<file path="config.mk">
export PLATFORM = sky130hd
export DESIGN_NAME = alu_exec_unit
export DESIGN_NICKNAME = d
export VERILOG_FILES = /design/src/rtl/alu_exec_unit.sv
export SDC_FILE = /design/constraint.sdc
export NUM_CORES = 1
export LEC_CHECK = 0
export CAP_MARGIN = 5
export CELL_PAD_IN_SITES_DETAIL_PLACEMENT = 1
export CELL_PAD_IN_SITES_GLOBAL_PLACEMENT = 1
export CORE_ASPECT_RATIO = 2
export CORE_UTILIZATION = 46
export CTS_CLUSTER_SIZE = 25
export DETAILED_ROUTE_END_ITERATION = 16
export GPL_TIMING_DRIVEN = 0
export PLACE_DENSITY_LB_ADDON = 0.1
export REMOVE_ABC_BUFFERS = 1
export SYNTH_ARGS = -nofsm -noshare
export SYNTH_HDL_FRONTEND = slang
export SYNTH_SLANG_ARGS = --single-unit
export TNS_END_PERCENT = 20
</file>
<file path="constraint.sdc">
create_clock -name clk_i -period 3.25 [get_ports clk_i]
set_clock_uncertainty 0.2 [all_clocks]
set_input_delay 0.8125 -clock clk_i [delete_from_list [all_inputs] [get_ports clk_i]]
set_output_delay 0.8125 -clock clk_i [all_outputs]
set_load 0.03 [all_outputs]
</file>
<file path="src/rtl/alu_exec_unit.sv">
// Execute stage: single-cycle and/xor/add/sub/sll/srai plus an iterative shift-add multiply,
// with valid/ready handshakes on both sides so the multiply can stall upstream.
module alu_exec_unit #(
  parameter int WIDTH = 32
) (
  input  logic             clk_i,
  input  logic             rst_i,
  input  logic             in_valid_i,
  output logic             in_ready_o,
  input  logic [2:0]       ALUCtrl_i,
  input  logic [WIDTH-1:0] data1_i,
  input  logic [WIDTH-1:0] data2_i,
  output logic             out_valid_o,
  input  logic             out_ready_i,
  output logic [WIDTH-1:0] data_o,
  output logic             busy_o
);

  localparam int SW = $clog2(WIDTH);
  localparam int CW = SW + 1;
  localparam logic [CW-1:0] LAST = CW'(WIDTH);

  localparam logic [2:0] OP_AND  = 3'b000;
  localparam logic [2:0] OP_XOR  = 3'b001;
  localparam logic [2:0] OP_ADD  = 3'b010;
  localparam logic [2:0] OP_MUL  = 3'b011;
  localparam logic [2:0] OP_SRAI = 3'b101;
  localparam logic [2:0] OP_SUB  = 3'b110;
  localparam logic [2:0] OP_SLL  = 3'b111;

  typedef enum logic {IDLE, MUL} state_t;

  state_t           state;
  logic [WIDTH-1:0] mcand;
  logic [WIDTH-1:0] mplier;
  logic [WIDTH-1:0] acc;
  logic [CW-1:0]    cnt;
  logic [WIDTH-1:0] result;
  logic [SW-1:0]    shamt;
  logic             accept;

  assign shamt      = data2_i[SW-1:0];
  assign in_ready_o = (state == IDLE) && (!out_valid_o || out_ready_i);
  assign accept     = in_valid_i && in_ready_o;
  assign busy_o     = (state == MUL);

  always_comb begin
    result = '0;
    case (ALUCtrl_i)
      OP_AND:  result = data1_i & data2_i;
      OP_XOR:  result = data1_i ^ data2_i;
      OP_ADD:  result = data1_i + data2_i;
      OP_SUB:  result = data1_i - data2_i;
      OP_SLL:  result = data1_i << shamt;
      OP_SRAI: result = $unsigned($signed(data1_i) >>> shamt);
      default: result = '0;
    endcase
  end

  // Multiply runs WIDTH shift-add steps, then one drain edge publishes acc,
  // giving a fixed WIDTH+1 edge latency from the accepting edge.
  always_ff @(posedge clk_i or negedge rst_i) begin
    if (!rst_i) begin
      state       <= IDLE;
      out_valid_o <= 1'b0;
      data_o      <= '0;
      mcand       <= '0;
      mplier      <= '0;
      acc         <= '0;
      cnt         <= '0;
    end else begin
      case (state)
        IDLE: begin
          if (accept) begin
            if (ALUCtrl_i == OP_MUL) begin
              mcand       <= data1_i;
              mplier      <= data2_i;
              acc         <= '0;
              cnt         <= '0;
              out_valid_o <= 1'b0;
              state       <= MUL;
            end else begin
              data_o      <= result;
              out_valid_o <= 1'b1;
            end
          end else if (out_valid_o && out_ready_i) begin
            out_valid_o <= 1'b0;
          end
        end
        MUL: begin
          if (cnt == LAST) begin
            data_o      <= acc;
            out_valid_o <= 1'b1;
            state       <= IDLE;
          end else begin
            if (mplier[0]) acc <= acc + mcand;
            mcand  <= mcand << 1;
            mplier <= mplier >> 1;
            cnt    <= cnt + 1'b1;
          end
        end
        default: state <= IDLE;
      endcase
    end
  end

endmodule
</file>
# Yosys cells after proc, flatten, opt, wreduce, memory -nomap -nowiden

Cells that the tools add are included.

Register bits: 136
Input port bits: 71
Output and inout port bits: 35
Word-level logic and storage cells: 71

Add/sub/neg operators: 4
Equal/unequal tests: 14
Shifts and indexed selects: 2
Multiplexer cells: 31
Bitwise gates (word level): 3
Reductions and logical operators: 10

Operator list:

| kind                                                                     | number |
|---|---|
| 32-bit 2-to-1 mux                                                        | 13 |
| 32-bit one-hot mux with 2 select lines                                   | 4 |
| 32-bit one-hot mux with 6 select lines                                   | 1 |
| 32-bit adder                                                             | 2 |
| 32-bit bitwise AND                                                       | 1 |
| 32-bit by 5-bit << shifter with 32-bit output                            | 1 |
| 32-bit by 5-bit >>> shifter with 32-bit output                           | 1 |
| 32-bit subtractor                                                        | 1 |
| 32-bit bitwise XOR                                                       | 1 |
| 6-bit 2-to-1 mux                                                         | 3 |
| 6-bit one-hot mux with 2 select lines                                    | 1 |
| 3-bit == test (second input constant)                                    | 3 |
| 1-bit 2-to-1 mux                                                         | 7 |
| 6-bit by 1-bit adder with 6-bit output (second input constant)           | 1 |
| 3-bit by 2-bit == test with 1-bit output (second input constant)         | 2 |
| 6-bit == test (second input constant)                                    | 1 |
| 2-bit by 1-bit inequality test with 1-bit output (second input constant) | 3 |
| 2-bit inequality test (second input constant)                            | 3 |
| 3-bit AND reduction                                                      | 2 |
| 1-bit one-hot mux with 2 select lines                                    | 2 |
| 4-bit AND reduction                                                      | 1 |
| 3-bit by 1-bit == test with 1-bit output (second input constant)         | 1 |
| 1-bit logical AND                                                        | 3 |
| 3-bit logical NOT                                                        | 1 |
| other kinds (5)                                                          | 5 |

# Depth between registers and ports, before layout

Gate-level depths: netlist of the first run.

Word-level depth: 6
Gate-level depth with buffers: 20
Depth with buffers taken out: 17

# Least setup slack after synthesis of the first run

Ideal clock, no wire load.

Kind: in2reg
From: input port data2_i[0]
To: register data_o[29]
Setup time: 0.136 ns
Arrival: 4.381 ns
Required time: 2.914 ns
Slack: -1.468 ns
Cell stages on the path: 19
Path buffers: 3
Path through: buf_2 -> buf_4 -> buf_2 -> inv_1 -> ha_1 -> and3_1 -> nand2_1 -> o21ai_0 -> xor2_1 -> ha_1 -> and3_1 -> nand3_1 -> a211o_1 -> o211a_1 -> a2111oi_0 -> nor2_1 -> a21oi_1 -> a31o_2 -> a31oi_1

Cells in the longest elaborated chain, start to end: 5
Elaborated cells between the ends (all ways): 8
Classes of those cells: add/sub: 2; shift: 2; mux: 4

RTL lines:

| item                                      | RTL line | text |
|---|---|---|
| start: declaration                        | 12       | `input logic [WIDTH-1:0] data2_i,` |
| 32-bit subtractor (tied with other cells) | 53       | `OP_SUB: result = data1_i - data2_i;` |
| 32-bit one-hot mux with 6 select lines *  | 49       | `case (ALUCtrl_i)` |
| 32-bit 2-to-1 mux *                       | 75       | `if (ALUCtrl_i == OP_MUL) begin` |
| 32-bit 2-to-1 mux *                       | 74       | `if (accept) begin` |
| 32-bit one-hot mux with 2 select lines *  | 72       | `case (state)` |
| end signal: assignment                    | 83       | `data_o <= result;` |
| end: declaration                          | 15       | `output logic [WIDTH-1:0] data_o,` |

Every way passes the cells marked *; elsewhere a longest branch is shown, timed or not. The select of a mux whose other input is x is not followed.
A chain may end at the register's enable or synchronous reset.

# Final worst setup path of the first run

From: input port data2_i[0]
To: register data_o[25]

The elaborated chain is that of the path after synthesis.

==> results_dict.tcl, run 1 <==
set metrics [dict create \
    outcome "finished, violations left" \
    violations "setup timing" \
    avgSynthCellArea_um2 8.35 \
    fmax_ghz 0.224 \
    coreArea_um2 30300 \
    synth-simple-area-share_pct 15.9 \
    fin_ws_ns -1.22 \
    dr_total_vias 15500 \
    cts.sinks 136 \
    first_global_vias 16300 \
    die_h_um 251 \
    clk_latency_ns 0.47 \
    cp-end-kind "register" \
    place.port_buffers 105 \
    clkTransAtPathRegs_ns 0.07 \
    finalMaxSlewViolations 0 \
    rsz0062_at_grt "true" \
    hpwlAfterDp_um 42800 \
    cellPowerDensity_nw_per_um2 755 \
    wire_per_inst_um 31.2 \
    synth-adder-area-share_pct 8.91 \
    synth_common_cells "nor2_1, o21ai_0, nand2_1, dfrtp_1, mux2i_1" \
    maxCapViolCount 0 \
    placed_area_um2 15600 \
    synth_largest_area_cell "dfrtp_1" \
    hold_buffers 0 \
    yosys-top-cells-area "dfrtp_1, mux2i_1, mux4_2, ha_1, o21ai_0" \
    nets 1959 \
    tns_ns -27.18 \
    synth_top_cell_area_share_pct 24.0 \
    synth_top_family_by_area "compound AO/OA/AOI/OAI gates" \
    fp.dieW_um 126 \
    cts_tree "done" \
    post-route-period-util_pct 138 \
    ys_seq_elements 136 \
    grt_pass1_wl_um 102000 \
    start_kind "input pin" \
    synth_edf_count 0 \
    grt_use_total_pct 43.5 \
    drc 0 \
    start_util_pct 46.9 \
    fin_total_pwr_mw 13.6 \
    dieArea_um2 31600 \
    final_cells 2169 \
    antenna_found_initial 2 \
    ant_nets 0 \
    cts_buffers 17 \
    synth.most_common_cell "nor2_1" \
    fin_area_um2 18000 \
    grt_max_degree 91 \
    async_flop_share_pct 100 \
    areaGrowthSynthToFinish_pct 27.0 \
    yosys_most_used_dff "dfrtp_1" \
    hold_slack_ns 0.0719 \
    root_buffer "clkbuf_16" \
    p_leak_nw 7.66 \
    gp_congestion 0.954 \
    synth_xor_area_share_pct 4.68 \
    yosysWarnings 0 \
    seq_area_frac_synth_pct 24.0 \
    slew_headroom_pct 18.0 \
    n_fill_cell 3434 \
    hold_class "input pin to asynchronous set/reset pin" \
    place_inst 2072 \
    period_needed_ns 4.47 \
    drtPass1Iterations 5 \
    reg2reg_slack_ns -0.38 \
    arrival_ns 4.63 \
    clock_path_buffers 2 \
    crit_required_ns 3.41 \
    max-vdd-ir-drop_v 0.000851 \
    synth_cell_type_count 71 \
    num_io_pins 106 \
    dp_slack_ns -3.85 \
    regArea_um2 3410 \
    synth_compound_area_share_pct 22.7 \
    num_antenna_cells 0 \
    tightest_slew_ns 1.23 \
    viasPerCell 7.15 \
    drive_gt1_share_pct 20.1 \
    crit_path_max_fanout 4 \
    syn-instance-count 1702 \
    crit_type "input pin to register" \
    r2r_cells 7 \
    synthMuxAreaShare_pct 19.5 \
    dr.first_iter.drc_count 1369 \
    syn_area_um2 14200 \
    overflow 0 \
    fp-row-count 90 \
    multi_input_area_um2 11200 \
    post-route-util_pct 59.6 \
    r2r_end "data_o[26]" \
    routed_wl_um 67700 \
    cts.htree.levels 4 \
    r2r_start "busy_o" \
    setup_viol_count_final 33 \
    hold_viol 0 \
]
## timing repair
item	CTS	global route
pin swaps	59	41
endpoints found under the setup margin	133	47
resized for setup	241	65
buffers inserted	51	2
cloned	12	0
## sequential cells by signal (all words and copies together), names as in the netlist
name         count
acc             32
mcand           32
mplier          32
cnt              6
out_valid_o      1
data_o          32
busy_o           1
## metal layers
layer  vias to the layer above  part of all wire [%]  GRT usage [%]
li1                       6533                     -              -
met1                      7722                    33           45.9
met2                       872                    49           72.7
met3                       375                   8.4           10.7
met4                         4                   9.5           35.8
met5                         -                 0.052           1.27
## worst max path at each step
stage | from | end | slack [ns]
after floorplan | busy_o | mcand[10] | -5.16
after global placement | busy_o | mplier[2] | -8.05
after detailed placement | ALUCtrl_i[1] | data_o[18] | -3.85
after CTS | data2_i[0] | data_o[13] | -1.10
after global routing | data2_i[0] | data_o[25] | -1.31
final | data2_i[0] | data_o[25] | -1.22
## placed cells by master, fill, tap and decap left out, types with 15 or more instances in the layout
cell             instances
mux2_2                  20
mux2i_1                123
o21ai_0                149
buf_4                   47
xnor2_1                 35
nor3_1                  21
ha_1                    89
dfrtp_1                135
mux4_2                  56
o22ai_1                 21
o21ai_1                 20
clkbuf_16               17
clkdlybuf4s50_1         67
a21oi_1                102
a221oi_2                15
nand2_1                161
inv_1                   31
xor2_1                  35
nor2_1                 172
nand3_1                 46
dlygate4sd2_1           19
a21o_1                  32
## where the power goes
group          switching (mW)  leakage, nW  internal (mW)  total (mW)
Clock                   0.972        0.297           1.16        2.14
Combinational            4.98         5.67           3.22        8.21
Sequential              0.767         1.69           2.52        3.28
## area by class of cell
| class | count | share of cell area [%] |
|---|---|---|
| flip-flops and latches | 136 | 18.9 |
| inverters | 36 | 0.825 |
| multi-input cells | 1412 | 62.2 |
| clock buffers | 17 | 2.36 |
| well taps | 368 | 2.55 |
| repair inverters | 1 | 0.0277 |
| clock inverters | 15 | 1.04 |
| repair buffers | 184 | 12.2 |
## worst max-delay path, cell delays in order
cell and delay, ns:
buf_16 0.11, buf_16 0.13, nor4_4 0.34, nand2_2 0.17, or3_4 0.38, o31ai_4 0.21, xor2_1 0.12, ha_1 0.38
and3_4 0.22, nand3_4 0.09, a211o_1 0.32, o211a_4 0.22, a2111oi_4 0.43, nor3_2 0.10, xnor2_1 0.23, a221oi_1 0.12
a311oi_1 0.24
## cells by family (layout without fill, tap and decap cells)
kind of cell,after synthesis,after routing
XOR/XNOR,76,76
AND/OR/NAND/NOR,514,514
buffers and inverters,154,253
multiplexers,204,204
flip-flops,136,136
adder cells (fa/ha/maj),100,100
AO/OA/AOI/OAI,518,518
No activity file was read; power rests on OpenSTA's default activity.
==> inputs of run 2 (changes only) <==
- CTS_CLUSTER_DIAMETER: unset -> 150
==> results of run 2 <==
The final DEF is identical to that of run 1; final timing and power are the same.
